<file path="src/rtl/snd_dma_pkg.sv">
// Register map, control-register layout and FSM state type for the sound DMA sequencer.
package snd_dma_pkg;

    localparam logic [3:0] REG_CTRL      = 4'd0;
    localparam logic [3:0] REG_START_HI  = 4'd1;
    localparam logic [3:0] REG_START_MID = 4'd2;
    localparam logic [3:0] REG_START_LO  = 4'd3;
    localparam logic [3:0] REG_CNT_HI    = 4'd4;
    localparam logic [3:0] REG_CNT_MID   = 4'd5;
    localparam logic [3:0] REG_CNT_LO    = 4'd6;
    localparam logic [3:0] REG_END_HI    = 4'd7;
    localparam logic [3:0] REG_END_MID   = 4'd8;
    localparam logic [3:0] REG_END_LO    = 4'd9;

    // Bit order matches the ctrl byte: bit2 stereo, bit1 repeat, bit0 sndon.
    typedef struct packed {
        logic stereo;
        logic rpt;
        logic sndon;
    } snd_ctrl_t;

    typedef enum logic [1:0] {IDLE, ARM, RUN, DRAIN} snd_state_e;

    typedef enum logic [1:0] {POS_HI, POS_MID, POS_LO, POS_NONE} byte_pos_e;

    function automatic byte_pos_e reg_pos(input logic [3:0] addr);
        case (addr)
            REG_START_HI, REG_CNT_HI, REG_END_HI:    return POS_HI;
            REG_START_MID, REG_CNT_MID, REG_END_MID: return POS_MID;
            REG_START_LO, REG_CNT_LO, REG_END_LO:    return POS_LO;
            default:                                 return POS_NONE;
        endcase
    endfunction

endpackage

</file>
<file path="src/rtl/snd_fifo.sv">
// Synchronous word FIFO with flush; push when full and pop when empty are ignored.
module snd_fifo #(
    parameter int unsigned DEPTH = 4,
    parameter int unsigned DW    = 16
) (
    input  logic                     i_clk32,
    input  logic                     i_porb,
    input  logic                     i_flush,
    input  logic                     i_push,
    input  logic [DW-1:0]            i_wdata,
    input  logic                     i_pop,
    output logic [DW-1:0]            o_rdata,
    output logic                     o_full,
    output logic                     o_empty,
    output logic [$clog2(DEPTH):0]   o_level
);
    localparam int unsigned PW = $clog2(DEPTH);
    localparam int unsigned LW = PW + 1;

    logic [DW-1:0] r_mem [DEPTH];
    logic [PW-1:0] r_wptr;
    logic [PW-1:0] r_rptr;
    logic [LW-1:0] r_level;
    logic          w_do_push;
    logic          w_do_pop;

    assign o_full    = (r_level == LW'(DEPTH));
    assign o_empty   = (r_level == '0);
    assign o_level   = r_level;
    assign o_rdata   = r_mem[r_rptr];
    assign w_do_push = i_push && !o_full;
    assign w_do_pop  = i_pop && !o_empty;

    always_ff @(posedge i_clk32 or negedge i_porb) begin
        if (!i_porb) begin
            r_wptr  <= '0;
            r_rptr  <= '0;
            r_level <= '0;
        end else if (i_flush) begin
            r_wptr  <= '0;
            r_rptr  <= '0;
            r_level <= '0;
        end else begin
            if (w_do_push) r_wptr <= r_wptr + PW'(1);
            if (w_do_pop)  r_rptr <= r_rptr + PW'(1);
            r_level <= r_level + LW'(w_do_push) - LW'(w_do_pop);
        end
    end

    always_ff @(posedge i_clk32) begin
        if (w_do_push) r_mem[r_wptr] <= i_wdata;
    end

endmodule

</file>
<file path="src/rtl/snd_dma_sequencer.sv">
// Sound DMA sequencer: frame registers, address counter, fetch requests,
// sample FIFO and sample-rate playback to the DAC side.
module snd_dma_sequencer
    import snd_dma_pkg::*;
#(
    parameter int unsigned FIFO_DEPTH = 4,
    parameter int unsigned AW         = 21
) (
    input  logic          i_clk32,
    input  logic          i_porb,
    input  logic          i_reg_we,
    input  logic [3:0]    i_reg_addr,
    input  logic [7:0]    i_reg_din,
    output logic [7:0]    o_reg_dout,
    input  logic          i_dma_ack,
    input  logic [15:0]   i_dma_data,
    input  logic          i_sample_tick,
    output logic          o_sreq,
    output logic [AW:1]   o_snd_addr,
    output logic          o_sndon,
    output logic          o_stoff,
    output logic          o_sint,
    output logic [7:0]    o_sample_l,
    output logic [7:0]    o_sample_r
);
    localparam int unsigned LW = $clog2(FIFO_DEPTH) + 1;

    snd_state_e  r_state;
    snd_state_e  w_state_d;
    snd_ctrl_t   r_ctrl;
    logic [AW:1] r_start;
    logic [AW:1] r_end;
    logic [AW:1] r_cnt;
    logic [AW:1] r_end_lat;
    logic [AW:1] w_cnt_inc;
    logic [AW:1] w_rd_word;
    logic        r_sint;
    logic        r_stoff;
    logic        w_stoff_d;
    logic        w_sreq;
    logic        r_lo_next;
    logic [7:0]  r_sample_l;
    logic [7:0]  r_sample_r;
    byte_pos_e   w_pos;
    logic        w_in_start;
    logic        w_in_cnt;
    logic        w_in_end;
    logic        w_wr_ctrl;
    logic        w_start_req;
    logic        w_abort;
    logic        w_ack_run;
    logic        w_frame_end;
    logic        w_empty_frame;
    logic        w_sndon_clr;
    logic        w_push;
    logic        w_tick;
    logic        w_pop;
    logic        w_fifo_full;
    logic        w_fifo_empty;
    logic [LW-1:0] w_fifo_level;
    logic [15:0] w_fifo_rdata;

    assign w_pos       = reg_pos(i_reg_addr);
    assign w_in_start  = (i_reg_addr >= REG_START_HI) && (i_reg_addr <= REG_START_LO);
    assign w_in_cnt    = (i_reg_addr >= REG_CNT_HI) && (i_reg_addr <= REG_CNT_LO);
    assign w_in_end    = (i_reg_addr >= REG_END_HI) && (i_reg_addr <= REG_END_LO);
    assign w_wr_ctrl   = i_reg_we && (i_reg_addr == REG_CTRL);
    assign w_start_req = w_wr_ctrl && i_reg_din[0] && !r_ctrl.sndon;
    assign w_abort     = w_wr_ctrl && !i_reg_din[0];

    // An abort in the same cycle as an ack wins: the word is dropped and the counter holds.
    assign w_ack_run     = i_dma_ack && (r_state == RUN) && !w_abort;
    assign w_cnt_inc     = r_cnt + AW'(1);
    assign w_frame_end   = w_ack_run && (w_cnt_inc == r_end_lat);
    assign w_empty_frame = (r_state == ARM) && (r_start >= r_end) && !w_abort;
    assign w_sndon_clr   = w_empty_frame || ((r_state == DRAIN) && w_fifo_empty && !w_abort);
    assign w_push        = w_ack_run && !w_fifo_full;

    assign w_tick = i_sample_tick && !w_fifo_empty && !w_abort;
    assign w_pop  = w_tick && (r_ctrl.stereo || r_lo_next);

    always_ff @(posedge i_clk32 or negedge i_porb) begin
        if (!i_porb) r_state <= IDLE;
        else         r_state <= w_state_d;
    end

    always_comb begin
        w_state_d = r_state;
        if (w_abort) begin
            w_state_d = IDLE;
        end else begin
            case (r_state)
                IDLE:    if (w_start_req) w_state_d = ARM;
                ARM:     w_state_d = w_empty_frame ? IDLE : RUN;
                RUN:     if (w_frame_end && !r_ctrl.rpt) w_state_d = DRAIN;
                DRAIN:   if (w_fifo_empty) w_state_d = IDLE;
                default: w_state_d = IDLE;
            endcase
        end
    end

    // Two free words required: one ack may still arrive after sreq falls.
    always_comb begin
        w_sreq    = (r_state == RUN) && (w_fifo_level <= LW'(FIFO_DEPTH - 2));
        w_stoff_d = (w_state_d == IDLE) || (w_state_d == DRAIN);
    end

    always_ff @(posedge i_clk32 or negedge i_porb) begin
        if (!i_porb) begin
            r_ctrl    <= '0;
            r_start   <= '0;
            r_end     <= '0;
            r_cnt     <= '0;
            r_end_lat <= '0;
            r_sint    <= 1'b0;
            r_stoff   <= 1'b1;
        end else begin
            r_sint  <= w_frame_end || w_empty_frame;
            r_stoff <= w_stoff_d;
            if (w_wr_ctrl)   r_ctrl <= snd_ctrl_t'(i_reg_din[2:0]);
            if (w_sndon_clr) r_ctrl.sndon <= 1'b0;
            if (i_reg_we && w_in_start) begin
                case (w_pos)
                    POS_HI:  r_start[AW:16] <= i_reg_din[AW-16:0];
                    POS_MID: r_start[15:8]  <= i_reg_din;
                    POS_LO:  r_start[7:1]   <= i_reg_din[7:1];
                    default: ;
                endcase
            end
            if (i_reg_we && w_in_end) begin
                case (w_pos)
                    POS_HI:  r_end[AW:16] <= i_reg_din[AW-16:0];
                    POS_MID: r_end[15:8]  <= i_reg_din;
                    POS_LO:  r_end[7:1]   <= i_reg_din[7:1];
                    default: ;
                endcase
            end
            if (r_state == ARM) begin
                r_cnt     <= r_start;
                r_end_lat <= r_end;
            end else if (w_ack_run) begin
                if (w_frame_end && r_ctrl.rpt) begin
                    r_cnt     <= r_start;
                    r_end_lat <= r_end;
                end else begin
                    r_cnt <= w_cnt_inc;
                end
            end
        end
    end

    always_ff @(posedge i_clk32 or negedge i_porb) begin
        if (!i_porb) begin
            r_lo_next  <= 1'b0;
            r_sample_l <= '0;
            r_sample_r <= '0;
        end else if (w_abort) begin
            r_lo_next <= 1'b0;
        end else if (w_tick) begin
            if (r_ctrl.stereo) begin
                r_sample_l <= w_fifo_rdata[15:8];
                r_sample_r <= w_fifo_rdata[7:0];
                r_lo_next  <= 1'b0;
            end else if (r_lo_next) begin
                r_sample_l <= w_fifo_rdata[7:0];
                r_sample_r <= w_fifo_rdata[7:0];
                r_lo_next  <= 1'b0;
            end else begin
                r_sample_l <= w_fifo_rdata[15:8];
                r_sample_r <= w_fifo_rdata[15:8];
                r_lo_next  <= 1'b1;
            end
        end
    end

    always_comb begin
        w_rd_word = '0;
        if (w_in_start)    w_rd_word = r_start;
        else if (w_in_cnt) w_rd_word = r_cnt;
        else if (w_in_end) w_rd_word = r_end;
        o_reg_dout = '0;
        case (w_pos)
            POS_HI:  o_reg_dout = 8'(w_rd_word[AW:16]);
            POS_MID: o_reg_dout = w_rd_word[15:8];
            POS_LO:  o_reg_dout = {w_rd_word[7:1], 1'b0};
            default: o_reg_dout = (i_reg_addr == REG_CTRL) ? {5'b0, r_ctrl} : 8'h00;
        endcase
    end

    snd_fifo #(
        .DEPTH (FIFO_DEPTH),
        .DW    (16)
    ) u_fifo (
        .i_clk32 (i_clk32),
        .i_porb  (i_porb),
        .i_flush (w_abort),
        .i_push  (w_push),
        .i_wdata (i_dma_data),
        .i_pop   (w_pop),
        .o_rdata (w_fifo_rdata),
        .o_full  (w_fifo_full),
        .o_empty (w_fifo_empty),
        .o_level (w_fifo_level)
    );

    assign o_sreq     = w_sreq;
    assign o_snd_addr = r_cnt;
    assign o_sndon    = r_ctrl.sndon;
    assign o_stoff    = r_stoff;
    assign o_sint     = r_sint;
    assign o_sample_l = r_sample_l;
    assign o_sample_r = r_sample_r;

endmodule

</file>
<file path="config.mk">
export PLATFORM = sky130hd
export DESIGN_NAME = snd_dma_sequencer
export DESIGN_NICKNAME = d
export VERILOG_FILES = /design/src/rtl/snd_dma_pkg.sv /design/src/rtl/snd_fifo.sv /design/src/rtl/snd_dma_sequencer.sv
export SDC_FILE = /design/constraint.sdc
export NUM_CORES = 1
export LEC_CHECK = 0
export BUFFER_PORTS_ARGS = -buffer_cell sky130_fd_sc_hd__buf_2
export CORE_MARGIN = 2
export CORE_UTILIZATION = 55
export DETAILED_ROUTE_END_ITERATION = 10
export GPL_TIMING_DRIVEN = 0
export PLACE_DENSITY = 0.84
export SYNTH_ARGS = -nofsm -noshare
export SYNTH_HDL_FRONTEND = slang
export SYNTH_HIERARCHICAL = 1
export SYNTH_SLANG_ARGS = --single-unit
</file>
<file path="constraint.sdc">
create_clock -name i_clk32 -period 3.53 [get_ports i_clk32]
set_clock_uncertainty 0.05 [all_clocks]
set_input_delay 0.5295 -clock i_clk32 [delete_from_list [all_inputs] [get_ports i_clk32]]
set_output_delay 0.5295 -clock i_clk32 [all_outputs]
set_load 0.01 [all_outputs]
</file>
* Word level (Yosys, flattened, before mapping)
Memories as Yosys holds them, arrays and structs flattened.
Index checks and enable logic that the tools add are counted.
** Storage, ports and cells
- Register bits after elaboration :: 115
- RAM bits :: 64
- Bits in read-only memories :: 32
- Input bits :: 33
- Output and inout port bits :: 49
- Word-level logic and storage cells :: 131
- Memories kept :: 2
** Memory list
- u_fifo.r_mem :: words 4, width 16, read ports 1, clocked after Yosys merged registers in 0, wr ports 1, RTL line snd_fifo.sv:20 : logic [DW-1:0] r_mem [DEPTH];
- (no name shown) :: words 16, width 2, read ports 1, clocked after Yosys merged registers in 0, wr ports 0, RTL line snd_dma_pkg.sv:27 : case (addr)
** Operators by class
- Add/subtract/negate cells :: 5
- Magnitude comparators :: 8
- Eq/ne operators :: 8
- Muxes and demuxes :: 33
- Bitwise gates (word level) :: 1
- Reduce and logical (&&, ||, !) cells :: 54
** Operators by type and width (count)
- 21-bit two-way mux :: 9
- 1-bit logical AND :: 25
- 8-bit two-way mux :: 3
- 8-bit case mux with 3 select lines :: 1
- 21-bit by 1-bit adder with 21-bit output (second input constant) :: 1
- 21-bit == test :: 1
- 21-bit >= comparator :: 1
- 2-bit two-way mux :: 9
- 2-bit AND reduction :: 8
- 2-bit nonzero test :: 6
- 2-bit == test (second input constant) :: 4
- 4-bit by 3-bit >= comparator with 1-bit output (second input constant) :: 2
- 1-bit two-way mux :: 8
- 2-bit case mux with 4 select lines :: 1
- 1-bit zero test :: 6
- 2-bit zero test :: 3
- 3-bit two-way mux :: 2
- 2-bit by 1-bit adder with 2-bit output (second input constant) :: 2
- 2-bit by 1-bit == test with 1-bit output (second input constant) :: 2
- 4-bit by 1-bit >= comparator with 1-bit output (second input constant) :: 1
- 4-bit by 2-bit <= comparator with 1-bit output (second input constant) :: 1
- 4-bit by 3-bit <= comparator with 1-bit output (second input constant) :: 1
- 4-bit <= comparator (second input constant) :: 1
- 4-bit zero test :: 1
- 7 further kinds :: 10

* Depth between registers and ports, before layout
Gate-level depths: netlist (run 1).
- Word-level depth :: 12
- Mapped depth :: 17
- Mapped depth without buffers :: 15

* Cells and area by module
Netlist (run 1), hierarchy kept.
** Modules (own cells, without submodules)
- snd_dma_sequencer :: times used 1, cells an instance 727, area each 6764.0 µm², seq. area each 2703.8 µm²
- snd_fifo :: times used 1, cells an instance 130, area each 2813.9 µm², seq. area each 2097.0 µm²

* Worst setup path after synthesis (run 1)
OpenSTA, ideal clock, no wires.
- Path kind :: input to register
- Start :: input i_reg_addr[0]
- End :: register u_fifo.r_level[2], in the netlist u_fifo/o_level[2]
- Setup time :: 0.126 ns
- Data arrival time :: 3.220 ns
- Required time :: 3.354 ns
- Path slack :: 0.134 ns
- Cell stages on the path :: 17
- Path buffers :: 2
- Cell sequence :: inv_1 > ha_1 > nand4bb_2 > or2_2 > clkbuf_1 > nand2_1 > buf_1 > nor2_1 > o31ai_1 > inv_1 > ha_1 > inv_1 > ha_1 > inv_1 > fa_1 > xnor2_1 > nor2_1
** Between the ends
- Elaborated cells between the ends (all ways) :: 13
- Those cells by class :: 2 x add/sub; 1 x mux; 10 x reduce/logical
** RTL lines
- start, declared :: RTL line snd_dma_sequencer.sv:12 : input logic [3:0] i_reg_addr,
- 4-bit zero test :: RTL line snd_dma_sequencer.sv:67 : assign w_wr_ctrl = i_reg_we && (i_reg_addr == REG_CTRL);
- 1-bit logical AND :: RTL line snd_dma_sequencer.sv:67
- 1-bit logical AND :: RTL line snd_dma_sequencer.sv:69 : assign w_abort = w_wr_ctrl && !i_reg_din[0];
- 1-bit zero test :: RTL line snd_dma_sequencer.sv:79 : assign w_tick = i_sample_tick && !w_fifo_empty && !w_abort;
- 1-bit logical AND :: RTL line snd_dma_sequencer.sv:79
- 1-bit logical AND :: RTL line snd_dma_sequencer.sv:80 : assign w_pop = w_tick && (r_ctrl.stereo || r_lo_next);
- via w_pop :: RTL line snd_dma_sequencer.sv:57 : logic w_pop;
- 1-bit logical AND :: RTL line snd_fifo.sv:32 : assign w_do_pop = i_pop && !o_empty;
- 3-bit by 1-bit subtractor with 3-bit output :: RTL line snd_fifo.sv:46 : r_level <= r_level + LW'(w_do_push) - LW'(w_do_pop);
- 3-bit two-way mux :: RTL line snd_fifo.sv:39 : end else if (i_flush) begin
- end signal, assigned :: RTL line snd_fifo.sv:46
- end, declared :: RTL line snd_fifo.sv:23 : logic [LW-1:0] r_level;
The timed path passes the listed nets, and every way through them passes these cells.
A chain may end at the register's enable or synchronous reset.

* Worst setup path in the final report (run 1)
- Start :: input i_reg_addr[0]
- End :: register r_cnt, in the netlist o_snd_addr[12]
** Between the ends
- Cells in the longest elaborated chain, start to end :: 10
- Elaborated cells between the ends (all ways) :: 11
- Those cells by class :: 3 x mux; 8 x reduce/logical
** Ends and longest elaborated chain
- 4-bit zero test (*) :: RTL line snd_dma_sequencer.sv:67
- 1-bit logical AND (*) :: RTL line snd_dma_sequencer.sv:67
- 1-bit logical AND (*) :: RTL line snd_dma_sequencer.sv:69
- 1-bit zero test (*) :: RTL line snd_dma_sequencer.sv:72 : assign w_ack_run = i_dma_ack && (r_state == RUN) && !w_abort;
- 1-bit logical AND (*) :: RTL line snd_dma_sequencer.sv:72
- 1-bit logical AND :: RTL line snd_dma_sequencer.sv:74 : assign w_frame_end = w_ack_run && (w_cnt_inc == r_end_lat);
- 1-bit logical AND :: RTL line snd_dma_sequencer.sv:142 : if (w_frame_end && r_ctrl.rpt) begin
- 21-bit two-way mux :: RTL line snd_dma_sequencer.sv:142
- 21-bit two-way mux :: RTL line snd_dma_sequencer.sv:141 : end else if (w_ack_run) begin
- 21-bit two-way mux :: RTL line snd_dma_sequencer.sv:138 : if (r_state == ARM) begin
- end signal, assigned :: RTL line snd_dma_sequencer.sv:139 : r_cnt <= r_start;
- end signal, assigned :: RTL line snd_dma_sequencer.sv:143 : r_cnt <= r_start;
- end signal, assigned :: RTL line snd_dma_sequencer.sv:146 : r_cnt <= w_cnt_inc;
- end, declared :: RTL line snd_dma_sequencer.sv:33 : logic [AW:1] r_cnt;
Mark *: on every way between the ends. The rest lies on a longest branch, timed or not. The select of a mux whose other input is x is not followed.

==> summary.md, run 1 <==
| Metric | Value |
|---|---|
| IO Port Bufs | 81 |
| Worst slew pin tran | around 1400 ps |
| Crit. End Element | flip-flop |
| Critical Path RT | around 3800 ps |
| Reg-to-reg startpoint | o_snd_addr[3]$_DFFE_PN0P_ |
| Post-synthesis cell count | about 860 |
| Cell leakage power | 0.00462 µW |
| I/O pin total | 82 |
| Switching power | roughly 3600 µW |
| Max incr delay on CP | between 500 and 600 ps |
| Yosys cell types | 76 |
| Worst min path class | in -> reg |
| Worst rel slew slack | 5.13% |
| Minimum clock period | around 3400 ps |
| Avg Cell Area, Syn | 11.2 µm² |
| Seq/Total Area, Yosys | about half |
| Total CTS buffers | 17 |
| Fmax | between 200 and 300 MHz |
| Post-synthesis async set-or-reset flop share | 64.2% |
| CP Class | in -> reg |
| Min-delay src | i_dma_data[6] |
| Post-synth EDFFs | 64 |
| Final hold slack | ~240 ps |
| Initial antenna violation count | 0 |
| R2R setup slack | around 110 ps |
| Slew Viols, Final | 0 |
| Ant diodes | 0 |
| FF+latch count, synth | ~180 |
| DRT Pass-1 Iters | 9 |
| Final std cells w/o fill | 1194 |
| Maximum vdd ir drop | ~470 µV |
| Power Internal | 5340 µW |
| Syn Std Cell Area | approximately 9600 µm² |
| Post-Place Worst Slack | -568 ps |
| Remaining antenna violation count after routing | 0 |
| Setup violations, final | 0 |
| Layout cells sized above 1 | approximately 22% |
| Total Wirelength | between 20 and 30 mm |
| Total power | 8960 µW |
| Power Density | roughly 810 nW/µm² |
| Die Ht | roughly 140 µm |
| Arrival time worst endpoint | around 3700 ps |
| CTS Buffer Depth | 2 |
| Vias | ~7600 |
| Syn_nets | 923 |
| Total Routing Usage GR | ~29% |
| Ys flop type | dfrtp_1 |
| Hold Crit Depth | 1 |
| CTS tree | yes |
| CTS clk-pin slew, worst paths | ~80 ps |
| CP Launch Type | primary input |
| Crit path max-delay family | compound AO/OA/AOI/OAI gates |
| Combinational share of power | between 30% and 40% |
| Sw frac | slightly above 40% |
| # Max-Cap Violations | 0 |
| Clk network pwr share | ~22% |
| Clock net sink count | 179 |
| Sequential Power Share | a little under two fifths |
| Die W | between 100 and 150 µm |
| Placed Cells | 1164 |
| Starting Density | 55.8% |
| Run status | finished, final reports clean |
| CP Buf/Inv Count | 4 |
| First-pass GRT wire length | around 40 mm |
| Critical-path cell list | buf_2 > inv_1 > ha_1 > nand4bb_2 > o2111ai_2 > or3b_2 > a2111o_1 > nor4_2 > a31oi_2 > buf_4 > buf_2 > a31oi_1 > o311ai_1 |
| Placer's final routability congestion estimate | 0.964 |
| Synthesis-to-layout area growth | 14.9% |
| Avg Vias per Cell | about 6.4 |
| Nets | a little over 1000 |
| Slowest-stage cell, CP | or3b_2 |
| Hold Path Sink | u_fifo/r_mem[1][6]$_DFFE_PP_ |
| Worst-Skew Late Latency | between 400 and 500 ps |
| Dpl hpwl | between 15 and 20 mm |
| Largest net degree at the start of global routing | between 70 and 80 |
| Crit-path max FO | 10 |
| 1st-iter DRT viols | between 800 and 900 |
| Top cell by count, worst path | buf_2 |
| Final Hold Viols | 0 |
| Die footprint | about 18000 µm² |
| Core Rows | 48 |
| Core area | between 15000 and 20000 µm² |
| Drt wl/cell | 22.0 µm |
| Reg2reg path depth | 11 |
| Number of global-route vias before repair | ~7600 |
| YS warnings | 6 |
| R2R Path End | o_snd_addr[12]$_DFFE_PN0P_ |
| Final Cycle Share | about 100% |
| CTS Root Cell | clkbuf_16 |
| # DRC | 0 |
| Grt ovf | 0 |
| Unrepaired setup endpoints after global routing | true |
| Final worst slack | 99.5 ps |
| CTS H-tree lvls | 4 |
## synthesized netlist by cell type, types with 13 or more instances
library cell / instances / area share (%)
xor2_1: 13 / 1.2
o22a_1: 18 / 1.6
nor3_1: 15 / 0.78
edfxtp_1: 64 / 20
a21oi_1: 31 / 1.6
inv_1: 43 / 1.7
clkbuf_1: 29 / 1.1
xnor2_1: 16 / 1.5
o21ai_0: 74 / 3.9
ha_1: 32 / 4.2
mux2_2: 31 / 3.6
dfrtp_1: 114 / 30
mux2i_1: 21 / 2.2
nand2_1: 96 / 3.8
nor2_1: 27 / 1.1
nand3_1: 19 / 0.99
## cell usage in the layout, fill, tap and decap left out, types with 9 or more instances in the layout
master and count:
a21oi_1 31, and2_1 9, and3_1 9, buf_2 92, clkbuf_1 22, clkbuf_16 17
dfrtp_1 113, edfxtp_1 64, ha_1 32, inv_1 42, mux2_2 31, mux2_4 10
mux2i_1 21, nand2_1 95, nand3_1 19, nand4_1 12, nor2_1 27, nor3_1 14
o21ai_0 74, o22a_1 18, xnor2_1 16, xor2_1 13
## registers in the layout (all words and copies together), names as in the netlist
name            count
o_stoff             1
r_state             2
o_sample_r          8
o_sndon             1
r_ctrl              2
u_fifo/o_level      3
r_start            21
r_lo_next           1
r_end              21
o_sint              1
o_snd_addr         21
u_fifo/r_rptr       2
r_end_lat          21
u_fifo/r_mem       64
u_fifo/r_wptr       2
o_sample_l          8
## metal layers
layer	GRT usage, %	vias to the layer above	part of all wire, %
li1	-	3398	-
met1	37.0	3709	38
met2	48.7	443	49
met3	5.37	99	8.2
met4	15.5	0	4.6
met5	0	-	0
## kinds of logic (layout without fill, tap and decap cells)
family / after synthesis / after routing / synth area share, %
buffers and inverters: 97 / 209 / 4.43
and+or+nand+nor: 232 / 232 / 12.3
muxes: 82 / 82 / 12.0
DFF: 179 / 179 / 50.1
AOI/OAI and AO/OA: 205 / 205 / 14.2
adders and majority gates: 33 / 33 / 4.39
xor gates and xnor gates: 29 / 29 / 2.65
## metrics by stage
step	area [µm²]	setup TNS, ps	util (%)
6_report	11000	0	64.1
5_1_grt	11000	0	64.1
4_1_cts	11000	0	63.8
3_5_place_dp	10300	-13130	60.0
3_3_place_gp	10300	-13160	59.8
2_1_floorplan	9580	0	-
## power groups by stage
stage / Combinational [µW] / Clock [µW] / Sequential, µW
2_1_floorplan: 2360 / 0 / 3310
3_3_place_gp: 3290 / 0 / 3380
3_5_place_dp: 3430 / 0 / 3420
4_1_cts: 3490 / 2020 / 3380
5_1_grt: 3830 / 2100 / 3510
6_report: 3510 / 2010 / 3440
## cell type report
class	instances	area, µm²
clock inverter	15	216
sequential	179	4800
timing repair buffer	84	457
inverter	43	161
buffer	50	259
multi-input combinational	581	4410
fill	1318	6170
clock buffer	17	425
tap	225	282
## timing repair
action / CTS / global route
setup buffers: 0 / 1
hold buffers: 1 / 0
pin swaps: 0 / 2
gates resized for setup: 5 / 17
hold endpoints to repair: 40 / 0
endpoints found under the setup margin: 41 / 50
## worst max path at each step
stage,startpoint,endpoint,depth (start not counted)
after floorplan,i_reg_addr[0],u_fifo/o_level[2]$_DFF_PN0_,17
after global placement,i_reg_addr[0],u_fifo/o_level[2]$_DFF_PN0_,18
after detailed placement,i_reg_addr[0],u_fifo/o_level[2]$_DFF_PN0_,18
after CTS,i_reg_addr[0],o_snd_addr[12]$_DFFE_PN0P_,13
after global routing,o_snd_addr[1]$_DFFE_PN0P_,o_snd_addr[13]$_DFFE_PN0P_,12
final,i_reg_addr[0],o_snd_addr[12]$_DFFE_PN0P_,13
## worst register-to-register path: cells and delay by family, from the launching register on
kind                   cells  cell delay, ps
AOI/OAI and AO/OA          4             620
buffers and inverters      3             810
DFF                        1             410
and+or+nand+nor            4            1390
(Power assumes the default switching activity.)
==> run 2: changes to the inputs <==
--- a/config.mk
+++ b/config.mk
@@ -6,11 +6,13 @@
 export NUM_CORES = 1
 export LEC_CHECK = 0
 export BUFFER_PORTS_ARGS = -buffer_cell sky130_fd_sc_hd__buf_2
+export CELL_PAD_IN_SITES_DETAIL_PLACEMENT = 1
+export CELL_PAD_IN_SITES_GLOBAL_PLACEMENT = 2
 export CORE_MARGIN = 2
-export CORE_UTILIZATION = 55
+export CORE_UTILIZATION = 40
 export DETAILED_ROUTE_END_ITERATION = 10
 export GPL_TIMING_DRIVEN = 0
-export PLACE_DENSITY = 0.84
+export PLACE_DENSITY = 0.9
 export SYNTH_ARGS = -nofsm -noshare
 export SYNTH_HDL_FRONTEND = slang
 export SYNTH_HIERARCHICAL = 1
==> constraint.sdc (replaced) <==
create_clock -name i_clk32 -period 3.53 [get_ports i_clk32]
set_clock_uncertainty 0.05 [all_clocks]
set_input_delay 0.706 -clock i_clk32 [delete_from_list [all_inputs] [get_ports i_clk32]]
set_output_delay 0.706 -clock i_clk32 [all_outputs]
set_load 0.01 [all_outputs]
==> run 2 against run 1 <==
Routed wire length rose by 12%. Sequential cell count did not move. Global-route usage fell by 5.7 points. Critical path depth did not move. Clock power barely moved. Sequential power rose by 1%. Maximum frequency fell by 0.22%. Hold slack got worse by 190 ps. Combinational power rose by 1%.
==> summary.md, run 2 (synthesis results as in run 1) <==
| Metric | Value |
|---|---|
| CTS Root Cell | clkbuf_16 |
| Worst rel slew slack | under 10% |
| Core Rows | 56 |
| Maximum vdd ir drop | 410 µV |
| Worst min path class | in -> async |
| Dpl hpwl | roughly 22 mm |
| Unrepaired setup endpoints after global routing | true |
| Minimum clock period | roughly 3400 ps |
| Drt wl/cell | about 23 µm |
| CTS clk-pin slew, worst paths | around 80 ps |
| Clock net sink count | roughly 180 |
| Worst slew pin tran | roughly 1400 ps |
| Slew Viols, Final | 0 |
| Most frequent cells in the layout | dfrtp_1, nand2_1, buf_2 |
| Ant diodes | 0 |
| Die W | about 160 µm |
| Grt ovf | 0 |
| Synthesis-to-layout area growth | 17.5% |
| Total Wirelength | 29.3 mm |
| Number of global-route vias before repair | approximately 7800 |
| Slowest-stage cell, CP | a222oi_1 |
| CP Class | in -> out |
| Layout cells sized above 1 | 24.7% |
| Worst-Skew Late Latency | 450 ps |
| Arrival time worst endpoint | 2680 ps |
| Run status | finished, final reports clean |
| # Max-Cap Violations | 0 |
| Most common cell after layout, fill and taps aside | dfrtp_1 |
| Die footprint | between 20000 and 30000 µm² |
| Area of the multi-input gates | ~4500 µm² |
| Crit. End Element | primary output |
| R2R setup slack | 190 ps |
| IO Port Bufs | 81 |
| Reg with most FFs | u_fifo/r_mem |
| Max FFs per register | 64 |
| Core area | roughly 23000 µm² |
| Max incr delay on CP | about 340 ps |
| Crit path max-delay family | compound AO/OA/AOI/OAI gates |
| Finished Cell Area | roughly 11000 µm² |
| Setup violations, final | 0 |
| First-pass GRT wire length | about 46 mm |
| Cell leakage power | 0.00468 µW |
| Die Ht | between 150 and 200 µm |
| Initial antenna violation count | 1 |
| Avg Vias per Cell | between 5 and 6 |
| Total Routing Usage GR | a little under a quarter |
| Placed cell areas | 10400 µm² |
| CTS Buffer Depth | 2 |
| CP Launch Type | primary input |
| Critical Path RT | roughly 2800 ps |
| 1st-iter DRT viols | a little under 600 |
| Final Cycle Share | a little over nine tenths |
| Remaining antenna violation count after routing | 0 |
| Crit-path max FO | 9 |
| Power Density | approximately 800 nW/µm² |
| Seq. cell area | 4800 µm² |
| Hold_buf cts | 0 |
| Fill cells | roughly 2600 |
| CTS tree | yes |
| Vias | approximately 7500 |
| I/O pin total | 82 |
| CP Buf/Inv Count | 6 |
| Total CTS buffers | 17 |
| # DRC | 0 |
| Fmax | about 290 MHz |
| Nets | roughly 1000 |
| Final worst slack | 92.0 ps |
| Placer's final routability congestion estimate | around 0.91 |
| Final Hold Viols | 0 |
| Post-Place Worst Slack | -796 ps |
| DRT Pass-1 Iters | 5 |
| Largest net degree at the start of global routing | 94 |
| CTS H-tree lvls | 4 |
| Starting Density | 40.8% |
| Critical-path cell list | clkbuf_4 > inv_2 > ha_4 > inv_4 > a211oi_2 > a31oi_2 > nor2_2 > buf_8 > buf_4 > a222oi_1 > nor3_1 > a31o_2 > buf_2 |
[run 2: path summary, 6_finish.rpt]
path / startpoint / endpoint / depth (start not counted)
max: i_reg_addr[0] / o_reg_dout[5] / 13
min: i_porb / o_snd_addr[17]$_DFFE_PN0P_ / 1
max reg2reg: o_snd_addr[16]$_DFFE_PN0P_ / o_snd_addr[1]$_DFFE_PN0P_ / 11
min reg2reg: o_sample_l[1]$_DFFE_PN0P_ / o_sample_l[1]$_DFFE_PN0P_ / 2
max in group asynchronous: i_porb / o_stoff$_DFF_PN1_ / 2
min in group i_clk32: i_dma_data[15] / u_fifo/r_mem[3][15]$_DFFE_PP_ / 1
[run 2: layout make-up]
type                       instances  area share [%]
buffer                            50            2.57
clock buffer                      17            3.78
clock inverter                    15            1.84
inverter                          43            1.46
multi-input combinational        581            39.6
sequential                       179            42.7
tap                              319            3.55
timing repair buffer              90            4.48
[run 2: worst reg2reg max path: stages (launching register included)]
cell and delay, ps:
dfrtp_1 620, and4_1 360, and4_1 210, clkbuf_1 260, and2_1 220, xnor2_1 100
o2111a_1 250, a31oi_1 330, buf_4 280, clkbuf_4 250, nor3_1 60, a211o_1 250
[run 2: report_power, final]
part | internal (µW) | leakage, µW | total (µW) | switching [µW]
registers | 2810 | 0.00199 | 3480 | 670
clock network | 996 | 0.000305 | 2030 | 1040
logic | 1510 | 0.00238 | 3550 | 2040
total | 5320 | 0.00468 | 9060 | 3750
[run 2: timing repair]
action                                 CTS  global route
setup endpoints to repair               54            52
gates resized for setup                 24            33
pin swaps                                3             5
buffers inserted                         2             6
endpoints found under the hold margin    0             0
[run 2: metal layers]
| metal | vias up | GRT usage [%] | part of all wire, % | wire [µm] |
|---|---|---|---|---|
| met5 | - | 0 | 0 | 0 |
| met4 | 0 | 8.80 | 2.7 | 794 |
| met3 | 56 | 4.00 | 4.9 | 1440 |
| met2 | 222 | 39.9 | 50 | 14600 |
| met1 | 3760 | 30.7 | 43 | 12500 |
| li1 | 3414 | - | - | - |
[run 2: metrics by stage]
stage	cells	TNS, ps	hold WS (ps)	total power (µW)	util (%)
final	1294	0	57.3	9060	47.9
after CTS	1291	-26.5	56.0	9060	47.4
after detailed placement	1258	-34100	419	6950	44.4
after floorplan	857	0	360	5670	-
after global routing	1294	-20.4	57.8	9630	47.9
after global placement	1257	-25650	411	6770	44.2
